`config.mk`:
```
export PLATFORM = sky130hd
export DESIGN_NAME = regfile_wb_arbiter
export DESIGN_NICKNAME = d
export VERILOG_FILES = /design/src/rtl/regfile_wb_pkg.sv /design/src/rtl/wb_fifo.sv /design/src/rtl/regfile_wb_arbiter.sv
export SDC_FILE = /design/constraint.sdc
export NUM_CORES = 1
export LEC_CHECK = 0
export CAP_MARGIN = 20
export CORE_MARGIN = 3
export CORE_UTILIZATION = 55
export DETAILED_ROUTE_END_ITERATION = 12
export PLACE_DENSITY = 0.77
export SLEW_MARGIN = 20
export SYNTH_ARGS = -nofsm -noshare
export SYNTH_HDL_FRONTEND = slang
export SYNTH_SLANG_ARGS = --single-unit
```
`constraint.sdc`:
```
create_clock -name clk -period 3 [get_ports clk]
set_input_delay 0.3 -clock clk [delete_from_list [all_inputs] [get_ports clk]]
set_output_delay 0.3 -clock clk [all_outputs]
set_load 0.05 [all_outputs]
```
`src/rtl/regfile_wb_pkg.sv`:
```
// Shared types and constants for the register-file write-back arbiter.
package regfile_wb_pkg;

    localparam int unsigned DATA_W_DEF = 32;
    localparam int unsigned ADDR_W_DEF = 5;
    localparam int unsigned ZERO_REG   = 0;

    // Requester index: 0 = ALU result path, 1 = load return path.
    typedef logic [0:0] req_idx_t;

    // Write-back entry layout at the default widths.
    typedef struct packed {
        logic [ADDR_W_DEF-1:0] addr;
        logic [DATA_W_DEF-1:0] data;
    } wb_entry_t;

    // 16-bit saturating increment for the statistics counters.
    function automatic logic [15:0] sat_inc16(input logic [15:0] val);
        return (val == 16'hFFFF) ? val : val + 16'd1;
    endfunction

endpackage

```
`src/rtl/wb_fifo.sv`:
```
// Synchronous FIFO with push/pop/flush used as one write-back request queue.
// Flush wins over push and pop; push on full and pop on empty are ignored.
module wb_fifo
    import regfile_wb_pkg::*;
#(
    parameter int unsigned Width = DATA_W_DEF + ADDR_W_DEF,
    parameter int unsigned Depth = 4
) (
    input  logic                       clk_i,
    input  logic                       rst_ni,
    input  logic                       flush_i,
    input  logic                       push_i,
    input  logic [Width-1:0]           wdata_i,
    input  logic                       pop_i,
    output logic [Width-1:0]           rdata_o,
    output logic                       full_o,
    output logic                       empty_o,
    output logic [$clog2(Depth+1)-1:0] count_o
);

    localparam int unsigned PtrW = $clog2(Depth);
    localparam int unsigned CntW = $clog2(Depth + 1);

    logic [Width-1:0] mem_q [Depth];
    logic [PtrW-1:0]  wptr_q, wptr_d;
    logic [PtrW-1:0]  rptr_q, rptr_d;
    logic [CntW-1:0]  count_q, count_d;
    logic             push_ok, pop_ok;

    assign full_o  = (count_q == CntW'(Depth));
    assign empty_o = (count_q == '0);
    assign count_o = count_q;
    assign rdata_o = mem_q[rptr_q];

    assign push_ok = push_i & ~full_o & ~flush_i;
    assign pop_ok  = pop_i & ~empty_o & ~flush_i;

    // Next pointer and occupancy; Depth is a power of two so pointers wrap naturally.
    always_comb begin
        wptr_d  = wptr_q;
        rptr_d  = rptr_q;
        count_d = count_q;
        if (flush_i) begin
            wptr_d  = '0;
            rptr_d  = '0;
            count_d = '0;
        end else begin
            if (push_ok) wptr_d = wptr_q + 1'b1;
            if (pop_ok)  rptr_d = rptr_q + 1'b1;
            unique case ({push_ok, pop_ok})
                2'b10:   count_d = count_q + 1'b1;
                2'b01:   count_d = count_q - 1'b1;
                default: count_d = count_q;
            endcase
        end
    end

    // Pointer and count registers.
    always_ff @(posedge clk_i or negedge rst_ni) begin
        if (!rst_ni) begin
            wptr_q  <= '0;
            rptr_q  <= '0;
            count_q <= '0;
        end else begin
            wptr_q  <= wptr_d;
            rptr_q  <= rptr_d;
            count_q <= count_d;
        end
    end

    // Entry storage; contents are only meaningful while counted, so no reset.
    always_ff @(posedge clk_i) begin
        if (push_ok) mem_q[wptr_q] <= wdata_i;
    end

endmodule

```
`src/rtl/regfile_wb_arbiter.sv`:
```
// Two-requester write-back arbiter for the register file's single write port.
// Requester 0 = ALU, requester 1 = load return. Each has a FIFO; a round-robin
// arbiter drains them into registered w_addr/w_data/write_en. Writes to x0 are
// accepted but dropped. Optional statistics counters under WB_ARB_STATS_EN.
module regfile_wb_arbiter
    import regfile_wb_pkg::*;
#(
    parameter int unsigned DATA_W = DATA_W_DEF,
    parameter int unsigned ADDR_W = ADDR_W_DEF,
    parameter int unsigned DEPTH  = 4
) (
    input  logic              clk,
    input  logic              reset_n,
    input  logic              flush,
    input  logic              req0_valid,
    output logic              req0_ready,
    input  logic [ADDR_W-1:0] req0_addr,
    input  logic [DATA_W-1:0] req0_data,
    input  logic              req1_valid,
    output logic              req1_ready,
    input  logic [ADDR_W-1:0] req1_addr,
    input  logic [DATA_W-1:0] req1_data,
    output logic [ADDR_W-1:0] w_addr,
    output logic [DATA_W-1:0] w_data,
    output logic              write_en,
    output logic              idle
`ifdef WB_ARB_STATS_EN
    ,
    output logic [15:0]       grant0_cnt,
    output logic [15:0]       grant1_cnt,
    output logic [15:0]       stall_cnt
`endif
);

    localparam int unsigned CntW = $clog2(DEPTH + 1);
    localparam int unsigned EntW = ADDR_W + DATA_W;

    logic [CntW-1:0]   cnt0, cnt1;
    logic              full0, full1, empty0, empty1;
    logic              push0, push1, pop0, pop1;
    logic [EntW-1:0]   rd0, rd1;
    logic              gnt_valid;
    req_idx_t          gnt_idx;
    logic [ADDR_W-1:0] gnt_addr;
    logic [DATA_W-1:0] gnt_data;

    req_idx_t          rr_q, rr_d;
    logic              write_en_q, write_en_d;
    logic [ADDR_W-1:0] w_addr_q, w_addr_d;
    logic [DATA_W-1:0] w_data_q, w_data_d;

    // Ready reflects the count before any same-cycle pop: no push-through when full.
    assign req0_ready = (cnt0 != CntW'(DEPTH)) & ~flush;
    assign req1_ready = (cnt1 != CntW'(DEPTH)) & ~flush;

    // x0 writes complete the handshake but never enter the queue.
    assign push0 = req0_valid & req0_ready & (req0_addr != ADDR_W'(ZERO_REG));
    assign push1 = req1_valid & req1_ready & (req1_addr != ADDR_W'(ZERO_REG));

    wb_fifo #(
        .Width (EntW),
        .Depth (DEPTH)
    ) u_fifo0 (
        .clk_i   (clk),
        .rst_ni  (reset_n),
        .flush_i (flush),
        .push_i  (push0),
        .wdata_i ({req0_addr, req0_data}),
        .pop_i   (pop0),
        .rdata_o (rd0),
        .full_o  (full0),
        .empty_o (empty0),
        .count_o (cnt0)
    );

    wb_fifo #(
        .Width (EntW),
        .Depth (DEPTH)
    ) u_fifo1 (
        .clk_i   (clk),
        .rst_ni  (reset_n),
        .flush_i (flush),
        .push_i  (push1),
        .wdata_i ({req1_addr, req1_data}),
        .pop_i   (pop1),
        .rdata_o (rd1),
        .full_o  (full1),
        .empty_o (empty1),
        .count_o (cnt1)
    );

    // Round-robin grant among non-empty FIFOs; rr only breaks ties.
    always_comb begin
        gnt_valid = ~empty0 | ~empty1;
        gnt_idx   = req_idx_t'(0);
        if (!empty0 && !empty1) begin
            gnt_idx = rr_q;
        end else if (!empty1) begin
            gnt_idx = req_idx_t'(1);
        end
        pop0 = gnt_valid & ~flush & (gnt_idx == req_idx_t'(0));
        pop1 = gnt_valid & ~flush & (gnt_idx == req_idx_t'(1));
        {gnt_addr, gnt_data} = (gnt_idx == req_idx_t'(1)) ? rd1 : rd0;
    end

    // Next output-register and rr state; address/data hold when nothing is granted.
    always_comb begin
        rr_d       = rr_q;
        write_en_d = 1'b0;
        w_addr_d   = w_addr_q;
        w_data_d   = w_data_q;
        if (gnt_valid && !flush) begin
            rr_d       = ~gnt_idx;
            write_en_d = 1'b1;
            w_addr_d   = gnt_addr;
            w_data_d   = gnt_data;
        end
    end

    // Registered write port and round-robin pointer.
    always_ff @(posedge clk or negedge reset_n) begin
        if (!reset_n) begin
            rr_q       <= req_idx_t'(0);
            write_en_q <= 1'b0;
            w_addr_q   <= '0;
            w_data_q   <= '0;
        end else begin
            rr_q       <= rr_d;
            write_en_q <= write_en_d;
            w_addr_q   <= w_addr_d;
            w_data_q   <= w_data_d;
        end
    end

    assign write_en = write_en_q;
    assign w_addr   = w_addr_q;
    assign w_data   = w_data_q;
    assign idle     = (cnt0 == '0) & (cnt1 == '0) & ~write_en_q;

`ifdef WB_ARB_STATS_EN
    logic [15:0] grant0_cnt_q, grant0_cnt_d;
    logic [15:0] grant1_cnt_q, grant1_cnt_d;
    logic [15:0] stall_cnt_q, stall_cnt_d;

    // Saturating event counters; flush does not clear them.
    always_comb begin
        grant0_cnt_d = grant0_cnt_q;
        grant1_cnt_d = grant1_cnt_q;
        stall_cnt_d  = stall_cnt_q;
        if (pop0) grant0_cnt_d = sat_inc16(grant0_cnt_q);
        if (pop1) grant1_cnt_d = sat_inc16(grant1_cnt_q);
        if ((req0_valid && !req0_ready) || (req1_valid && !req1_ready)) begin
            stall_cnt_d = sat_inc16(stall_cnt_q);
        end
    end

    // Statistics counter registers.
    always_ff @(posedge clk or negedge reset_n) begin
        if (!reset_n) begin
            grant0_cnt_q <= '0;
            grant1_cnt_q <= '0;
            stall_cnt_q  <= '0;
        end else begin
            grant0_cnt_q <= grant0_cnt_d;
            grant1_cnt_q <= grant1_cnt_d;
            stall_cnt_q  <= stall_cnt_d;
        end
    end

    assign grant0_cnt = grant0_cnt_q;
    assign grant1_cnt = grant1_cnt_q;
    assign stall_cnt  = stall_cnt_q;
`endif

endmodule
```
After elaboration in Yosys (flattened, before gate mapping). Memories as Yosys holds them, arrays and structs flattened. Index checks and enable logic that the tools add are counted.

Memories kept: 2. Output and inout port bits: 41. Register bits: 53. Input bits: 79. Bits in writable memories: 296.

Memories: u_fifo0.mem_q (depth 4, width 37, rd ports 1, clocked after Yosys merged registers in 0, wr ports 1, line wb_fifo.sv:24) `logic [Width-1:0] mem_q [Depth];`; u_fifo1.mem_q (depth 4, width 37, rd ports 1, clocked after Yosys merged registers in 0, wr ports 1, line wb_fifo.sv:24).

Add/sub/neg operators: 8. Eq/ne operators: 8. Reduce and logical (&&, ||, !) cells: 15. Bitwise gates (word level): 27. Muxes and demuxes: 20.

Operators with widths (number): $mux W37 (1); $and A1 B1 Y1 (19); $mux W2 (8); $pmux W3 S2 (2); $reduce_bool A5 Y1 (2); $add A2 B1 Y2 const B (4); $reduce_bool A2 Y1 (4); $mux W1 (7); $not A1 Y1 (7); $add A3 B1 Y3 const B (2); $eq A3 B3 Y1 const B (2); $logic_not A3 Y1 (2); $mux W3 (2); $ne A3 B3 Y1 const B (2); $reduce_bool A3 Y1 (2); $sub A3 B1 Y3 const B (2); $eq A2 B1 Y1 const B (2); $eq A2 B2 Y1 const B (2); $logic_not A1 Y1 (3); $logic_and A1 B1 Y1 (2); $or A1 B1 Y1 (1).

Longest topological paths before layout.
Depth after elaboration: 11. Mapped depth: 10. Depth with buffers taken out: 8.

Cells and area by module. A second synthesis with hierarchy kept.

Cell total of the unflattened synthesis: 656. Area total of the unflattened synthesis: 13529.2 µm².

By module, submodules not included: wb_fifo at u_fifo0 (cells an instance 257, area an instance 5885.6 µm², times used 1); wb_fifo at u_fifo1 (cells an instance 257, area an instance 5884.4 µm², times used 1); regfile_wb_arbiter (cells an instance 142, area an instance 1759.2 µm², times used 1).

Least setup slack after synthesis. OpenSTA, ideal clock, no wires.

Path kind: register -> register. Start point: register u_fifo1.count_q[0] (netlist: u_fifo1.count_o[0]). End point: memory u_fifo1.mem_q[1][0] (netlist bit) (enable). Stages on the path, launching flop included: 6. Data required time: 2.602 ns. Setup time: 0.398 ns. Slack: -0.031 ns. Arrival: 2.634 ns. Path buffers: 1. Cells stage by stage: dfrtp_1 > nor2_1 > a21oi_1 > o211a_1 > buf_6 > and2_1.

Cells in the longest elaborated chain, start to end: 8. Elaborated cells between the ends (all ways): 10.

RTL lines: start: declaration (line wb_fifo.sv:27) `logic [CntW-1:0] count_q, count_d;`; start signal: assignment (line wb_fifo.sv:67) `count_q <= count_d;`; $ne A3 B3 Y1 (line regfile_wb_arbiter.sv:54) `assign req1_ready = (cnt1 != CntW'(DEPTH)) & ~flush;`; $and A1 B1 Y1 (line regfile_wb_arbiter.sv:54); net req1_ready (line regfile_wb_arbiter.sv:20) `output logic req1_ready,`; $and A1 B1 Y1 (2 in series) (line regfile_wb_arbiter.sv:58) `assign push1 = req1_valid & req1_ready & (req1_addr != ADDR_W'(ZERO_REG));`; $and A1 B1 Y1 (2 in series) (line wb_fifo.sv:35) `assign push_ok = push_i & ~full_o & ~flush_i;`; $mux W1 (line wb_fifo.sv:73) `if (push_ok) mem_q[wptr_q] <= wdata_i;`; $mux W1 (implied by the code) (line wb_fifo.sv:73); end: declaration (line wb_fifo.sv:24).

The timed path passes the listed nets, and every way through them passes these cells.

Worst setup path in the final report.
Start point: register u_fifo1.count_q[0] (netlist: u_fifo1.count_o[0]). End point: output port idle.

Cells in the longest elaborated chain, start to end: 3.

RTL lines: $logic_not A3 Y1 (line regfile_wb_arbiter.sv:138) `assign idle = (cnt0 == '0) & (cnt1 == '0) & ~write_en_q;`; $and A1 B1 Y1 (2 in series) (line regfile_wb_arbiter.sv:138); end: declaration (line regfile_wb_arbiter.sv:26) `output logic idle`.

Every way passes these cells.

==> impl_metrics.json <==
{
  "status": "completed",
  "stdcell_area_um2": 16200,
  "drtIter0Drc": 605,
  "crit_path_top_delay_cell": "clkdlybuf4s50_1",
  "setup_violations": 0,
  "routed_wirelength_um": 27100,
  "total_power_mw": 14.9,
  "synth_top_area_frac": 0.663,
  "clock_latency_ps": 510,
  "first_global_vias": 7189,
  "htree_levels": 2,
  "slew_headroom": 0.263,
  "syn_inst": 663,
  "peakVddDrop_mv": 0.708,
  "grt.overflow.total": 0,
  "diodes": 0,
  "cts_buffers": 36,
  "num_rows": 56,
  "p_comb_frac": 0.288,
  "report.final.slew_viol_count": 0,
  "crit_path_max_incr_delay_ps": 810,
  "cts_setup_buffers": 0,
  "grt_max_degree": 49,
  "dp_hpwl_um": 16800,
  "clkPwrFrac": 0.292,
  "synth_ff_type": "edfxtp_1",
  "holdWs_ps": 230,
  "netSwitchingPower_mw": 4.60,
  "drc": 0,
  "place_area_um2": 15000,
  "async_flop_share": 0.152,
  "drt_first_pass_iters": 5,
  "yosysWarnings": 0,
  "worstMarginPinSlew_ps": 1110,
  "die_area_um2": 26300,
  "ant_nets": 0,
  "routedWlPerCell_um": 23.5,
  "ctsLongestPathBuffers": 3,
  "cp-end-kind": "primary output",
  "criticalPathCategory": "flip-flop to primary output",
  "grt_setup_unrepaired": "no",
  "cp-start-kind": "flip-flop",
  "synth_area_leaders": "edfxtp_1 66%, mux4_2 12%, dfrtp_1 9.9%",
  "gp_congestion": 0.821,
  "seq_power_share": 0.419,
  "max_freq_ghz": 0.356,
  "synth_edf_count": 296,
  "synth_seq_cells": 349,
  "io_buffers": 119,
  "grt_use_total": 0.211,
  "ioPinCount": 120,
  "synth.avg_cell_area_um2": 20.2,
  "viasPerCell": 5.81,
  "final_cell_mix": "296 x edfxtp_1, 118 x clkdlybuf4s50_1, 74 x mux4_2",
  "crit_arrival_ps": 2510,
  "grt_first_pass_wirelength_um": 41800,
  "tns_ps": 0,
  "p_int_mw": 10.3,
  "p_per_area_nw_per_um2": 919,
  "crit_buf_inv": 1,
  "worstPathCellList": "nor3_1 > nand2_1 > nor2_1 > clkdlybuf4s50_1",
  "final_common_cell": "edfxtp_1",
  "p_leak_nw": 5.54,
  "period_minus_slack_ps": 2810,
  "hp-class": "input pin to asynchronous set/reset pin",
  "crit_start": "u_fifo1.count_o[0]",
  "root_buffer": "clkbuf_16",
  "core_area_um2": 23700,
  "die_h_um": 162,
  "seq_area_frac_synth": 0.762,
  "start_util": 0.566,
  "antenna_found_initial": 0,
  "vias": 6692,
  "fin_crit_sh": 0.935,
  "syn2layout_area_growth_pct": 21.1,
  "r2r-start": "u_fifo0.count_o[2]",
  "fp.dieW_um": 162,
  "skew_ps": 16.5,
  "p_sw_frac": 0.309,
  "synth_cell_types": 36,
  "syn_area_um2": 13400,
  "hold_viol_final": 0,
  "crit_fanout": 6,
  "crit_family": "buffers and inverters",
  "drive_above_1_share": 0.194,
  "clk_pin_slew_ps": 60,
  "cts_tree": "built",
  "cts.sinks": 349,
  "critical_path_required_ps": 2700,
  "synth_area_leader_cell": "edfxtp_1",
  "cap_violations": 0,
  "synth_nets": 752,
  "nets": 896
}
-- state kept, by name (all words and copies together) (netlist names) --
register,flops
rr_q,1
u_fifo0.count_o,3
u_fifo0.mem_q,148
u_fifo0.rptr_q,2
u_fifo0.wptr_q,2
u_fifo1.count_o,3
u_fifo1.mem_q,148
u_fifo1.rptr_q,2
u_fifo1.wptr_q,2
w_addr,5
w_data,32
write_en,1
-- per-layer routing --
metal / global-route usage / vias to the layer above / share of wire
met5: 0 / - / 0
met4: 0.0651 / 0 / 0.023
met3: 0.0375 / 51 / 0.051
met2: 0.350 / 216 / 0.51
met1: 0.293 / 3491 / 0.42
li1: - / 2934 / -
-- cells by family (layout without fill, tap and decap cells) --
| kind of cell | Yosys count | count (layout) | share of synthesized area |
|---|---|---|---|
| xor gates and xnor gates | 9 | 9 | 0.00644 |
| AOI/OAI and AO/OA | 56 | 56 | 0.0242 |
| adders and majority gates | 10 | 10 | 0.0105 |
| buffers and inverters | 41 | 211 | 0.0140 |
| and+or+nand+nor | 83 | 83 | 0.0271 |
| DFF | 349 | 349 | 0.762 |
| muxes | 115 | 115 | 0.155 |
-- area by class of cell --
class / instances / area [um^2]
clock buffers: 50 / 995
clock inverters: 14 / 171
fillers: 1503 / 7450
inverters: 8 / 30.0
multi-input cells: 273 / 3030
flip-flops and latches: 349 / 10200
well taps: 319 / 399
repair buffers: 139 / 1380
-- metrics by stage --
| stage | instances | worst slack, ps | util |
|---|---|---|---|
| floorplan | 663 | 134 | - |
| global placement | 1087 | 148 | 0.635 |
| detailed placement | 1087 | -61.9 | 0.635 |
| CTS | 1152 | 194 | 0.685 |
| global route | 1152 | 72.8 | 0.685 |
| finish | 1152 | 194 | 0.685 |
-- Yosys cell counts (2+ instances only) --
library cell	instances
a21oi_1	41
a32o_1	2
and2_1	9
buf_2	15
buf_4	2
clkbuf_1	14
dfrtp_1	53
edfxtp_1	296
fa_1	2
ha_1	8
inv_1	8
mux2i_1	39
mux4_2	74
nand2_1	8
nor2_1	55
nor2b_1	4
nor3_1	3
o21ai_0	3
o31ai_1	3
or4_1	2
xnor2_1	7
-- path summary, 6_finish.rpt --
check                           cells after the start              endpoint  slack (ps)
worst max-delay path                                4                  idle         190
worst min-delay path                                2             w_data[3]         230
worst max register to register                      5  u_fifo0.mem_q[1][19]         500
worst min register to register                      2             w_addr[0]         530
max in group asynchronous                           3     u_fifo1.rptr_q[0]        1780
min in group clk                                    1   u_fifo0.mem_q[2][7]         430
-- power by group through the flow --
stage | registers (mW) | logic [mW] | clock network [mW]
detailed placement | 6.36 | 4.32 | 0
floorplan | 6.98 | 2.21 | 0
CTS | 6.27 | 4.35 | 4.43
global placement | 6.32 | 4.24 | 0
global route | 6.34 | 4.57 | 4.62
finish | 6.26 | 4.30 | 4.36
-- what timing repair did --
action | 4_1_cts | 5_1_grt
hold buffers | 1 | 0
resized for setup | 0 | 0
endpoints found under the hold margin | 11 | 0
No activity file was read; power rests on OpenSTA's default activity.
